$ cat src/rtl/usb_tx_packet_sequencer.sv
// USB transmit packet sequencer: turns a start request into a byte stream
// (SYNC, PID, payload popped from the endpoint buffer, CRC16) followed by an
// EOP request to the bit-level serializer.
module usb_tx_packet_sequencer #(
  parameter int MAX_PAYLOAD = 64
) (
  input  logic       clk,
  input  logic       rst,
  input  logic       tx_start,
  input  logic [2:0] tx_pid_sel,
  input  logic [6:0] Buffer_Occupancy,
  input  logic [7:0] TX_Packet_Data,
  output logic       Get_TX_Packet_Data,
  output logic [7:0] byte_out,
  output logic       byte_valid,
  input  logic       byte_ready,
  output logic       eop_req,
  input  logic       eop_done,
  output logic       tx_busy,
  output logic       tx_done,
  output logic       tx_error
);

  typedef enum logic [3:0] {
    IDLE, SYNC, PID, FETCH, LOAD, DATA, CRC_LO, CRC_HI, EOP
  } state_t;

  state_t      state;
  logic [7:0]  pid;
  logic        is_data;
  logic [6:0]  len;
  logic [15:0] crc;
  logic [15:0] crc_nxt;
  logic        xfer;

  logic [7:0]  sel_pid;
  logic        sel_ok;
  logic        sel_data;
  logic [6:0]  clamp_len;

  // One byte of the reflected CRC16 (0xA001), data bits taken LSB first.
  function automatic logic [15:0] crc16_byte(input logic [15:0] c, input logic [7:0] d);
    logic [15:0] r;
    r = c;
    for (int i = 0; i < 8; i++) begin
      if (r[0] ^ d[i]) r = (r >> 1) ^ 16'hA001;
      else             r = r >> 1;
    end
    return r;
  endfunction

  assign xfer    = byte_valid && byte_ready;
  assign crc_nxt = crc16_byte(crc, byte_out);

  // The pop is decoded straight from FETCH so the buffer byte lands in the
  // LOAD cycle; gating on occupancy gives the underrun stall for free.
  assign Get_TX_Packet_Data = (state == FETCH) && (Buffer_Occupancy != 7'd0);

  // Decode the requested packet type into its PID byte and class.
  always_comb begin
    sel_pid  = 8'h00;
    sel_ok   = 1'b1;
    sel_data = 1'b0;
    case (tx_pid_sel)
      3'd1:    begin sel_pid = 8'hC3; sel_data = 1'b1; end
      3'd2:    begin sel_pid = 8'h4B; sel_data = 1'b1; end
      3'd3:    sel_pid = 8'hD2;
      3'd4:    sel_pid = 8'h5A;
      3'd5:    sel_pid = 8'h1E;
      default: sel_ok = 1'b0;
    endcase
    clamp_len = (Buffer_Occupancy > 7'(MAX_PAYLOAD)) ? 7'(MAX_PAYLOAD) : Buffer_Occupancy;
  end

  // Packet sequencing FSM with all stream/handshake outputs registered.
  always_ff @(posedge clk or posedge rst) begin
    if (rst) begin
      state      <= IDLE;
      pid        <= 8'h00;
      is_data    <= 1'b0;
      len        <= 7'd0;
      crc        <= 16'hFFFF;
      byte_out   <= 8'h00;
      byte_valid <= 1'b0;
      eop_req    <= 1'b0;
      tx_busy    <= 1'b0;
      tx_done    <= 1'b0;
      tx_error   <= 1'b0;
    end else begin
      tx_done  <= 1'b0;
      tx_error <= 1'b0;
      unique case (state)
        IDLE: if (tx_start) begin
          if (sel_ok) begin
            pid        <= sel_pid;
            is_data    <= sel_data;
            len        <= sel_data ? clamp_len : 7'd0;
            crc        <= 16'hFFFF;
            byte_out   <= 8'h80;
            byte_valid <= 1'b1;
            tx_busy    <= 1'b1;
            state      <= SYNC;
          end else begin
            tx_error <= 1'b1;
          end
        end
        SYNC: if (xfer) begin
          byte_out <= pid;
          state    <= PID;
        end
        PID: if (xfer) begin
          if (!is_data) begin
            byte_valid <= 1'b0;
            eop_req    <= 1'b1;
            state      <= EOP;
          end else if (len == 7'd0) begin
            byte_out <= ~crc[7:0];
            state    <= CRC_LO;
          end else begin
            byte_valid <= 1'b0;
            state      <= FETCH;
          end
        end
        FETCH: if (Buffer_Occupancy != 7'd0) state <= LOAD;
        LOAD: begin
          byte_out   <= TX_Packet_Data;
          byte_valid <= 1'b1;
          state      <= DATA;
        end
        DATA: if (xfer) begin
          crc <= crc_nxt;
          len <= len - 7'd1;
          if (len == 7'd1) begin
            byte_out <= ~crc_nxt[7:0];
            state    <= CRC_LO;
          end else begin
            byte_valid <= 1'b0;
            state      <= FETCH;
          end
        end
        CRC_LO: if (xfer) begin
          byte_out <= ~crc[15:8];
          state    <= CRC_HI;
        end
        CRC_HI: if (xfer) begin
          byte_valid <= 1'b0;
          eop_req    <= 1'b1;
          state      <= EOP;
        end
        EOP: if (eop_done) begin
          eop_req <= 1'b0;
          tx_done <= 1'b1;
          tx_busy <= 1'b0;
          state   <= IDLE;
        end
        default: state <= IDLE;
      endcase
    end
  end

endmodule
$ cat config.mk
export PLATFORM = sky130hd
export DESIGN_NAME = usb_tx_packet_sequencer
export DESIGN_NICKNAME = d
export VERILOG_FILES = /design/src/rtl/usb_tx_packet_sequencer.sv
export SDC_FILE = /design/constraint.sdc
export NUM_CORES = 1
export LEC_CHECK = 0
export ABC_AREA = 1
export BUFFER_PORTS_ARGS = -buffer_cell sky130_fd_sc_hd__buf_4
export CAP_MARGIN = 25
export CORE_MARGIN = 8
export CORE_UTILIZATION = 40
export DETAILED_ROUTE_END_ITERATION = 16
export SETUP_SLACK_MARGIN = 0.05
export SYNTH_ARGS = -nofsm -noshare
export SYNTH_HDL_FRONTEND = slang
export SYNTH_SLANG_ARGS = --single-unit
$ cat constraint.sdc
create_clock -name clk -period 2.5 [get_ports clk]
set_input_delay 0.125 -clock clk [delete_from_list [all_inputs] [get_ports clk]]
set_output_delay 0.125 -clock clk [all_outputs]
set_load 0.02 [all_outputs]
# After elaboration in Yosys (flattened, before gate mapping)
# Cells that the tools add are included.
# op_classes
add_sub_neg	1
magnitude_cmp	1
eq_ne	29
n_mux	64
bitwise	19
reduce_logical	19
# op_table
operator	n
2-to-1 mux 16 bit	11
2-to-1 mux 8 bit	9
case mux 8 bit (6 select lines)	1
2-to-1 mux 4 bit	10
case mux 8 bit (5 select lines)	1
case mux 4 bit (9 select lines)	1
2-to-1 mux 7 bit	5
case mux 16 bit (2 select lines)	1
!= test 2 bit (second input constant)	13
inverter 2 -> 3 bit	8
inverter 8 bit	3
2-to-1 mux 1 bit	19
== test 4 x 3 -> 1 bit (second input constant)	4
case mux 7 bit (2 select lines)	1
AND reduction 10 bit	1
AND reduction 9 bit	1
== test 4 x 2 -> 1 bit (second input constant)	2
AND reduction 4 bit	2
AND reduction 8 bit	1
XOR 1 bit	8
== test 7 x 1 -> 1 bit (second input constant)	1
> comparator 7 bit (second input constant)	1
logical NOT 7 bit	1
nonzero test 7 bit	1
other kinds (22)	27
# word_totals
reg_bits	49
inputBits	23
out_inout_bits	14
wordCells	144

# Longest topological paths before layout
# depth
depth_word	20
ltp_mapped	17

# Least setup slack after synthesis
# No wires, ideal clock.
# synth_path
kind	register -> register
startpoint	register len[0]
endpoint	register byte_out[1]
setup_ns	0.082
t_arrival_ns	1.759
setup_slack_ns	0.659
path_stages_with_launch	13
path_buffers	1
synth_period_minus_slack_ns	1.841
path_cell_list	dfrtp_1 inv_1 ha_1 nand2_1 nor3_1 nand2_1 nand2_1 o2111ai_1 or2_1 buf_2 clkinv_2 nor2_1 a31oi_1
# synth_via
elab_chain_cells	3
# synth_rtl
item	line_no	text
start: declaration	31	logic [6:0] len;
start signal: assignment	97	len <= sel_data ? clamp_len : 7'd0;
start signal: assignment	132	len <= len - 7'd1;
== test 7 x 1 -> 1 bit or logical NOT 7 bit (tied branches)	133, 116	
!= test 2 bit (no source line)	n/a	
AND reduction 10 bit (no source line) (*)	n/a	
end signal: assignment	126	byte_out <= TX_Packet_Data;
end signal: assignment	134	byte_out <= ~crc_nxt[7:0];
end signal: assignment	142	byte_out <= ~crc[15:8];
end: declaration	14	output logic [7:0] byte_out,
# Every way passes the cells marked *; elsewhere a longest branch is shown, timed or not.
# A chain may end at the register's enable or synchronous reset.

# Final worst setup path
# layout_path
startpoint	register crc[0]
endpoint	register byte_out[0]
# layout_via
elab_chain_cells	20
# layout_rtl
item	line_no	text
start: declaration	32	logic [15:0] crc;
start signal: assignment	131	crc <= crc_nxt;
XOR 1 bit	46	if (r[0] ^ d[i]) r = (r >> 1) ^ 16'hA001;
2-to-1 mux 16 bit	46	
XOR 1 bit	46	
2-to-1 mux 16 bit	46	
XOR 1 bit	46	
2-to-1 mux 16 bit	46	
XOR 1 bit	46	
2-to-1 mux 16 bit	46	
[4 not listed]	n/a	
XOR 1 bit	46	
2-to-1 mux 16 bit	46	
XOR 1 bit	46	
2-to-1 mux 16 bit	46	
inverter 8 bit	134	
2-to-1 mux 8 bit	133	if (len == 7'd1) begin
2-to-1 mux 8 bit	130	DATA: if (xfer) begin
case mux 8 bit (6 select lines) (*)	92	unique case (state)
# Every way passes the cells marked *; elsewhere a longest branch is shown, timed or not. The select of a mux whose other input is x is not followed.

==> reports/qor.yml <==
min_to: "tx_error"
path_max_fanout: 4
ys_seq_area_share_pct: 41.5
syn_inst: 371
r2r_setup_slack_ns: 0.36
antenna_found_initial: 0
synth_cell_types: 46
grt_pass1_vias: 2624
grt_max_degree: 43
tns_ns: 0
yosysWarnings: 0
htreeDepth: 2
slowest_stage: "dfstp_2"
cp_slowest_stage_delay_ns: 0.56
hold_slack_ns: 0.0418
fin_crit_sh_pct: 85.7
avgSynthCellArea_um2: 7.93
nFillCells: 712
synth.most_common_cell: "nand2_1"
clock_skew_ns: 0.00885
gp_congestion: 0.819
powerDensity_nw_per_um2: 1290
worstPathCellList: "inv_1, nand2_1, nand2_1, nand2_1, nand2_1, nand2_1, nand2_1, nand2_1, nand3_1, nand2_1, nand2_1, nand2_1, nand2_1, nand3_1, nand2_1, nand2_1, nand2_1"
num_rows: 31
crit_path_end_kind: "flip-flop"
core_um2: 7180
finalMaxSlewViolations: 0
arrival_ns: 2.34
reg2reg_from: "crc[0]"
drtPass1Iterations: 4
path_common_cell: "nand2_1"
vdd_ir_drop_max_v: 0.000399
post_cts_buffers: 0
worstMarginPinSlew_ns: 0.655
drc: 0
clk_latency_ns: 0.31
synth_top_area_share_pct: 27.2
num_vias: 2619
cts.clk_slew.worst_paths_ns: 0.10
wl_met2_mm: 3.71
grt.total_usage_pct: 16.5
drtIter0Drc: 168
cts_tree: "done"
ant_nets: 0
max-slew-margin-rel_pct: 56.0
fin_util_pct: 48.1
whs_path_depth: 2
final-setup-viol-count: 0
power.leakage_uw: 0.00164
wl_per_cell_um: 15.2
crit_required_ns: 2.70
grt_pass1_wl_mm: 13.3
die_area_um2: 10400
path_depth: 17
synthTopCellsByArea: "dfrtp_1 27%, dfstp_2 14%, nand2_1 10%, inv_1 6.1%, nor2_1 5.2%"
numCtsBuffers: 5
worst-path-buf-inv: 1
yosys.area.top_type: "dfrtp_1"
hold_viol_final: 0
initial_utilization_pct: 41.0
io_pins: 37
numPortBuffers: 36
worstHoldStart: "tx_start"
top_layer_used: "met4"
cts_sinks: 48
ys_async_sr_fraction_pct: 100
routed_wl_mm: 7.81
rsz0062_at_grt: "false"
routed_via_density: 5.11
diodes: 0
critPathLaunchType: "flip-flop"
rr_worst_depth: 17
hpwl_mm: 5.94
crit_family: "simple AND/OR/NAND/NOR gates"
wl_met1_mm: 3.58
cts_buffer_depth: 2
grt_remaining_overflow: 0
cap_violations: 0
route.met3.wl_um: 411
fmax_mhz: 467
root_buffer: "clkbuf_8"
reg2reg_to: "byte_out[0]"
synth_edf_count: 0
die_w_um: 102
synth_top_flop_cell: "dfrtp_1"
synth_nets: 398
status: "completed"
nNetsFinal: 440
fin_crit_ns: 2.14
crit_type: "reg2reg"
die-height_um: 102
final_layout_size_suffix_gt1_share_pct: 22.9
synth_area_um2: 2940
area_delta_synth_final_pct: 17.4
ys_top_cells_by_count: "79 x nand2_1, 48 x inv_1, 41 x nor2_1, 32 x dfrtp_1, 23 x o21ai_0"
hp-class: "in2reg"
ys_seq_elements: 48
==> registers in the layout, indices dropped and copies added, names as in the netlist <==
register and cells:
tx_error 1, tx_busy 1, pid 7, state 4, tx_done 1, byte_out 8, crc 16, len 7
is_data 1, eop_req 1, byte_valid 1
==> per-layer routing <==
layer	vias to the layer above	global-route usage, %
met3	7	2.82
met4	0	5.50
met1	1231	21.6
met5	-	0
li1	1314	-
met2	67	26.7
==> kinds of logic (layout without fill, tap and decap cells) <==
group                      Yosys count  count (layout)  synth area share, %
AOI/OAI and AO/OA                   70              70                 16.3
xor gates and xnor gates            15              15                 4.47
adders and majority gates            4               4                 1.70
buffers and inverters               61             104                 9.06
DFF                                 48              48                 41.5
and+or+nand+nor                    173             173                 27.0
==> cells in the final DEF, fill, tap and decap left out, types with 7 or more instances in the layout <==
cell type | Yosys | routed
buf_4 | 0 | 40
a21oi_1 | 7 | 7
xor2_1 | 11 | 11
dfstp_2 | 16 | 16
inv_1 | 48 | 47
nand3_1 | 20 | 20
nor3_1 | 8 | 8
dfrtp_1 | 32 | 32
nor2_1 | 41 | 41
o21ai_0 | 23 | 23
nand2_1 | 79 | 79
==> worst max path at each step <==
stage          slack, ns      from           to
2_1_floorplan       0.66    len[0]  byte_out[1]
3_3_place_gp        0.40  state[3]       len[0]
3_5_place_dp        0.40  state[3]  byte_out[7]
4_1_cts             0.37  state[3]  byte_out[7]
5_1_grt             0.11    len[0]  byte_out[2]
6_report            0.36    crc[0]  byte_out[0]
==> per-stage QoR <==
step           std cells  setup WS [ns]  cell area (um2)  total power, uW
2_1_floorplan        371          0.659             2940             3200
3_3_place_gp         503          0.405             3310             3850
3_5_place_dp         503          0.397             3310             3870
4_1_cts              511          0.371             3420             4460
5_1_grt              513          0.108             3450             4870
6_report             513          0.358             3450             4450
==> timing repair <==
item                                   in CTS  in global routing
hold buffers                                0                  1
endpoints found under the hold margin       0                 32
resized for setup                           0                  0
==> worst reg2reg max path: cells and delay by family, from the launching register on <==
kind | cells | cell delay [ns]
buffers and inverters | 1 | 0.07
flip-flops | 1 | 0.56
AND/OR/NAND/NOR | 16 | 1.39
==> final cells by class <==
cell class | instances | area, um2 | share of cell area [%]
multi-input cells | 262 | 1450 | 42.1
inverters | 54 | 211 | 6.13
repair buffers | 42 | 330 | 9.57
clock inverters | 3 | 42.5 | 1.23
well taps | 99 | 124 | 3.59
flip-flops and latches | 48 | 1220 | 35.4
clock buffers | 5 | 68.8 | 1.99
==> where the power goes <==
part           leakage, uW  internal [uW]  switching, uW  total [uW]
clock            0.0000541            296            276         572
combinational      0.00101            860           1690        2550
sequential        0.000577           1110            224        1330
total              0.00164           2270           2190        4450
(Power assumes the default switching activity.)
